## src/rtl/cpu_types_pkg.sv

```systemverilog
// Shared CPU types for the memory arbiter slice.
//   word_t         : 32-bit machine word
//   arb_state_t    : arbiter FSM states
//   ARB_DSTREAK_W  : width of the data-grant streak counter
//   dstreak_inc()  : saturating increment for the streak counter
package cpu_types_pkg;

  typedef logic [31:0] word_t;

  typedef enum logic [1:0] {
    IDLE,
    IACC,
    DACC,
    SCFAIL
  } arb_state_t;

  localparam int unsigned ARB_DSTREAK_W = 4;

  function automatic logic [ARB_DSTREAK_W-1:0] dstreak_inc(input logic [ARB_DSTREAK_W-1:0] v);
    return (v == '1) ? v : v + 1'b1;
  endfunction

endpackage

```

## src/rtl/link_reg.sv

```systemverilog
// LL/SC link register.
//   CLK, RST     : clock, synchronous active-high reset
//   set          : capture addr and mark the link valid (LL completion)
//   clear_all    : unconditionally invalidate (successful SC)
//   clear_match  : invalidate if addr equals the linked address (any write)
//   addr         : address used for set, match-clear and compare
//   sc_ok        : link valid and linked address equals addr (combinational)
module link_reg #(
  parameter int unsigned ADDR_W = 32
) (
  input  logic              CLK,
  input  logic              RST,
  input  logic              set,
  input  logic              clear_all,
  input  logic              clear_match,
  input  logic [ADDR_W-1:0] addr,
  output logic              sc_ok
);

  logic              link_valid;
  logic [ADDR_W-1:0] link_addr;
  logic              addr_match;

  assign addr_match = (link_addr == addr);
  assign sc_ok      = link_valid && addr_match;

  always_ff @(posedge CLK) begin
    if (RST) begin
      link_valid <= 1'b0;
      link_addr  <= '0;
    end else if (set) begin
      link_valid <= 1'b1;
      link_addr  <= addr;
    end else if (clear_all || (clear_match && addr_match)) begin
      link_valid <= 1'b0;
    end
  end

endmodule

```

## src/rtl/mem_arbiter.sv

```systemverilog
// Shared RAM port arbiter between instruction fetch and data access,
// with LL/SC link semantics. Data has priority; after DSTREAK_MAX
// consecutive data grants with a fetch pending, one fetch is forced.
//   CLK, RST                    : clock, synchronous active-high reset
//   iREN, iaddr / ihit, iload   : instruction request / completion
//   dREN, dWEN, datomic, daddr,
//   dstore / dhit, dload        : data request / completion (SC: dload=1 ok)
//   ramREN, ramWEN, ramaddr,
//   ramstore / ramload, ram_ready : RAM side
// Optional build macro ARB_PERF_EN adds icount, dcount, stall_cycles
// (32-bit wrapping event counters) as extra outputs.
module mem_arbiter
  import cpu_types_pkg::*;
#(
  parameter int unsigned DSTREAK_MAX = 4,
  parameter int unsigned ADDR_W      = 32
) (
  input  logic              CLK,
  input  logic              RST,
  input  logic              iREN,
  input  logic [ADDR_W-1:0] iaddr,
  output logic              ihit,
  output word_t             iload,
  input  logic              dREN,
  input  logic              dWEN,
  input  logic              datomic,
  input  logic [ADDR_W-1:0] daddr,
  input  word_t             dstore,
  output logic              dhit,
  output word_t             dload,
  output logic              ramREN,
  output logic              ramWEN,
  output logic [ADDR_W-1:0] ramaddr,
  output word_t             ramstore,
  input  word_t             ramload,
  input  logic              ram_ready
`ifdef ARB_PERF_EN
  ,
  output word_t             icount,
  output word_t             dcount,
  output word_t             stall_cycles
`endif
);

  localparam logic [ARB_DSTREAK_W-1:0] DMAX = DSTREAK_MAX[ARB_DSTREAK_W-1:0];

  arb_state_t               state, state_next;
  logic [ARB_DSTREAK_W-1:0] dstreak, dstreak_next;

  logic d_pend, is_ll, is_sc;
  logic link_set, link_clear_all, link_clear_match, sc_ok;

  assign d_pend = dREN | dWEN;
  assign is_ll  = dREN & datomic;
  assign is_sc  = dWEN & datomic;

  link_reg #(.ADDR_W(ADDR_W)) u_link (
    .CLK         (CLK),
    .RST         (RST),
    .set         (link_set),
    .clear_all   (link_clear_all),
    .clear_match (link_clear_match),
    .addr        (daddr),
    .sc_ok       (sc_ok)
  );

  always_ff @(posedge CLK) begin
    if (RST) begin
      state   <= IDLE;
      dstreak <= '0;
    end else begin
      state   <= state_next;
      dstreak <= dstreak_next;
    end
  end

  // Outputs are forced low while RST is asserted so an access being
  // abandoned cannot complete in the reset cycle.
  always_comb begin
    state_next       = state;
    dstreak_next     = dstreak;
    ihit             = 1'b0;
    iload            = '0;
    dhit             = 1'b0;
    dload            = '0;
    ramREN           = 1'b0;
    ramWEN           = 1'b0;
    ramaddr          = '0;
    ramstore         = '0;
    link_set         = 1'b0;
    link_clear_all   = 1'b0;
    link_clear_match = 1'b0;
    if (!RST) begin
      case (state)
        IDLE: begin
          if (d_pend && !(iREN && (dstreak == DMAX))) begin
            state_next = (is_sc && !sc_ok) ? SCFAIL : DACC;
            if (iREN) dstreak_next = dstreak_inc(dstreak);
          end else if (iREN) begin
            state_next   = IACC;
            dstreak_next = '0;
          end
        end
        IACC: begin
          ramREN  = 1'b1;
          ramaddr = iaddr;
          if (ram_ready) begin
            ihit       = 1'b1;
            iload      = ramload;
            state_next = IDLE;
          end
        end
        DACC: begin
          ramREN   = dREN;
          ramWEN   = dWEN;
          ramaddr  = daddr;
          ramstore = dstore;
          if (ram_ready) begin
            dhit             = 1'b1;
            dload            = dREN ? ramload : (datomic ? word_t'(1) : '0);
            link_set         = is_ll;
            link_clear_all   = is_sc;
            link_clear_match = dWEN;
            state_next       = IDLE;
          end
        end
        SCFAIL: begin
          dhit       = 1'b1;
          state_next = IDLE;
        end
        default: state_next = IDLE;
      endcase
    end
  end

`ifdef ARB_PERF_EN
  // A stall cycle is any cycle with a request pending and no completion.
  always_ff @(posedge CLK) begin
    if (RST) begin
      icount       <= '0;
      dcount       <= '0;
      stall_cycles <= '0;
    end else begin
      icount       <= icount + word_t'(ihit);
      dcount       <= dcount + word_t'(dhit);
      stall_cycles <= stall_cycles + word_t'((iREN | d_pend) & ~ihit & ~dhit);
    end
  end
`endif

endmodule

```

## config.mk

```make
export PLATFORM = sky130hd
export DESIGN_NAME = mem_arbiter
export DESIGN_NICKNAME = d
export VERILOG_FILES = /design/src/rtl/cpu_types_pkg.sv /design/src/rtl/link_reg.sv /design/src/rtl/mem_arbiter.sv
export SDC_FILE = /design/constraint.sdc
export NUM_CORES = 1
export LEC_CHECK = 0
export BUFFER_PORTS_ARGS = -buffer_cell sky130_fd_sc_hd__buf_2
export CELL_PAD_IN_SITES_DETAIL_PLACEMENT = 1
export CELL_PAD_IN_SITES_GLOBAL_PLACEMENT = 1
export CORE_MARGIN = 3
export CORE_UTILIZATION = 23
export CTS_CLUSTER_DIAMETER = 100
export DETAILED_ROUTE_END_ITERATION = 10
export HOLD_SLACK_MARGIN = 0.12
export PLACE_DENSITY_LB_ADDON = 0.15
export SYNTH_ARGS = -nofsm -noshare
export SYNTH_HDL_FRONTEND = slang
export SYNTH_SLANG_ARGS = --single-unit
```

## constraint.sdc

```tcl
create_clock -name CLK -period 1.8 [get_ports CLK]
set_input_delay 0.36 -clock CLK [delete_from_list [all_inputs] [get_ports CLK]]
set_output_delay 0.36 -clock CLK [all_outputs]
set_load 0.005 [all_outputs]
```

==> results.md <==
* Hold path depth at 3
* FF-to-FF End: state[0]$_SDFFE_PP0P_
* Largest stage delay on the critical path at 0.33 ns
* DRC Markers at 0
* Inserted Clock Buffers at 5
* Leak at 2.573 nW
* Final setup viols at 129
* Status: finished with violations
* Area Growth Syn to Fin at 75.01%
* Pin count of the biggest net entering global routing at 34
* Worst min path class: in2reg
* P_sw at 1.075 mW
* Crit. End Element: output pin
* CP max FO at 31
* RSZ-0062 raised after global routing: yes
* Clock slew at reported path FFs at 0.06 ns
* RePlAce Congestion at 0.8940
* CP Data Arrival Time at 1.60 ns
* Site row count at 42
* Final hold vios at 0
* Post-route minimum period at 1.956 ns
* Number of flops mapped to enable cells by yosys at 0
* Clk_lat worst skew at 0.28 ns
* Hold Path End: u_link.link_addr[27]$_SDFFE_PP0P_
* Number of vias per cell at 4.553
* Die area at 0.01506 sq mm
* Fmax at 511.3 MHz
* Pint at 2.083 mW
* Clk sinks at 39
* GRT overflow at 0
* Measured slew at the worst slew-check pin at 0.3715 ns
* Setup WS post-layout at -0.1556 ns
* DPL Wire Length at 10.70 mm
* Total I/O pin count at 267
* Flop pwr share at 29.0%
* Min-delay src: daddr[27]
* Synth area leader: dfxtp_1
* Required time of the critical path at 1.44 ns
* Failing checks: setup timing
* Design Area, Final at 0.005485 sq mm
* Maximum root-to-sink buffer count at 2
* Combinational share of power at 41.6%
* Hold_ws at 0.3199 ns
* Pwr Density at 575.7 mW/mm^2
* FF-to-FF path depth at 8
* Starting Density at 23.57%
* Vias in the first global route at 4083
* ANT cells at 0
* Post-route ant nets at 0
* Kind of critical path: reg2out
* Largest cells by area after synthesis: dfxtp_1 (25%), and2_1 (19%), xnor2_1 (9.2%), nand2_1 (8.3%), a22oi_1 (7.7%)
* CTS tree: yes
* Share of the synthesized area in the top cell type at 24.91%
* R2R setup slack at 0.06 ns
* Post-synthesis net count at 569
* Crit path cell chain: inv_2 > ha_4 > and4b_4 > buf_12 > and2_1 > buf_2
* Layout Skew at 0.006446 ns
* Post-Route WL at 14.01 mm
* MaxCap Viol Count at 0
* Nets at 839
* Input/output buffers at 266
* Routed vias at 3979
* Slew HR at 75.00%
* First-pass GRT wire length at 20.28 mm
* Initial DRC Count at 120
* Placed instance area at 0.004743 sq mm
* Switching Share at 34.03%
* Seq cells post-synth at 39
* Post-synth top flop: dfxtp_1
* Initial antenna violation count at 0
* Part of the power in the clock network at 29.4%
* Most common cell in the synthesized netlist: and2_1
* Clock root buffer: clkbuf_16
* H-tree depth at 2
* Crit path max-delay cell type: dfxtp_2
* Asr flop ratio synth at 0%
* Proportion of layout cells with a drive suffix above 1 at 54.15%
* Slew Limit Fails at 0
* Die W at 122.7 um
* Netlist cell types at 40
* Post-Syn Area at 0.003134 sq mm
* Crit start category: flip-flop
* Post-synthesis sequential area ratio at 24.91%
* Top cells by count, synth: and2_1 (96), nand2_1 (69), dfxtp_1 (39), nor2_1 (38), xnor2_1 (33)
* TritonRoute pass-1 iters at 4
* Avg WL per Cell at 16.03 um
* GRT Util Overall at 16.98%
* Core ar. at 0.01330 sq mm
* Die Span Y at 122.7 um
* Worst r2r src: state[0]$_SDFFE_PP0P_
* Post-Synthesis Mean Instance Area at 7.340 sq um
* Max IR drop VDD at 298.2 uV
* Fin crit share at 108.6%
* Synth warn at 0
* Post-synthesis instance total at 427
[kinds of logic after synthesis]
logic type,synth area share (%)
and+or+nand+nor,37.73
AOI/OAI and AO/OA,16.89
DFF,24.91
buffers and inverters,7.265
xor gates and xnor gates,9.781
adders and majority gates,2.794
muxes,0.6387
[cell usage in the layout (no fill, tap or decap), drive strengths merged, types with 2 or more instances in the layout]
cell type    n
buf        293
and2        97
nand2       69
dfxtp       39
nor2        38
xnor2       33
o21ai       32
a22oi       32
nand4       11
clkbuf       8
ha           7
inv          6
a21oi        4
and3         3
mux2i        2
o2111ai      2
nand3        2
nor4         2
xor2         2
a31oi        2
[sequential cells by signal (all words and copies together), names as in the netlist]
| register | count |
|---|---|
| u_link.link_addr | 32 |
| dstreak | 4 |
| state | 2 |
| u_link.link_valid | 1 |
[layout make-up]
cell class,instances,area [sq um]
clock inverters,2,16.27
flip-flops and latches,39,785.8
fillers,1660,7810
well taps,176,220.2
repair buffers,295,1814
inverters,6,22.52
clock buffers,6,138.9
multi-input cells,350,2487
[worst max-delay path, delay by kind of cell, from the launching register on]
kind	cells	cell delay, ns
adders and majority gates	1	0.17
buffers and inverters	3	0.37
DFF	1	0.33
and+or+nand+nor	2	0.44
[routing by layer]
metal	wire (um)	share of wire [%]	vias to the layer above	GRT usage, %
met4	139	0.99	0	3.499
li1	-	-	1955	-
met1	5493	39	1868	19.92
met2	7407	53	147	31.23
met3	973	6.9	9	4.055
met5	0	0	-	0
[power groups by stage]
stage	Combinational (mW)	Clock, mW	Sequential (mW)
5_1_grt	1.42	0.998	0.922
3_5_place_dp	0.936	0	0.931
3_3_place_gp	0.920	0	0.929
2_1_floorplan	0.453	0	0.928
6_report	1.31	0.928	0.917
4_1_cts	1.11	0.958	0.916
[worst max path at each step]
stage / depth (start not counted) / endpoint / start
2_1_floorplan: 6 / ramstore[10] / state[0]$_SDFFE_PP0P_
3_3_place_gp: 6 / state[0]$_SDFFE_PP0P_ / daddr[26]
3_5_place_dp: 5 / ramstore[6] / state[1]$_SDFFE_PP0P_
4_1_cts: 7 / ramaddr[29] / state[0]$_SDFFE_PP0P_
5_1_grt: 7 / ramaddr[2] / state[0]$_SDFFE_PP0P_
6_report: 6 / dload[11] / state[0]$_SDFFE_PP0P_
[per-stage QoR]
stage | utilization (%) | TNS, ns | cells | setup WS (ns) | power [mW]
2_1_floorplan | - | 0 | 427 | 0.06781 | 1.381
3_3_place_gp | 35.68 | 0 | 857 | 0.001193 | 1.848
3_5_place_dp | 35.68 | -0.006316 | 857 | -0.006316 | 1.866
4_1_cts | 38.55 | -15.48 | 869 | -0.1674 | 2.984
5_1_grt | 41.26 | -21.47 | 874 | -0.2141 | 3.340
6_report | 41.26 | -12.98 | 874 | -0.1556 | 3.158
[what timing repair did]
item                       CTS  global route
setup buffers                1             2
pin swaps                   13            26
gates resized for setup     37            68
hold buffers                 0             0
setup endpoints to repair  131           131
gates cloned                 3             3
(Power assumes the default switching activity.)
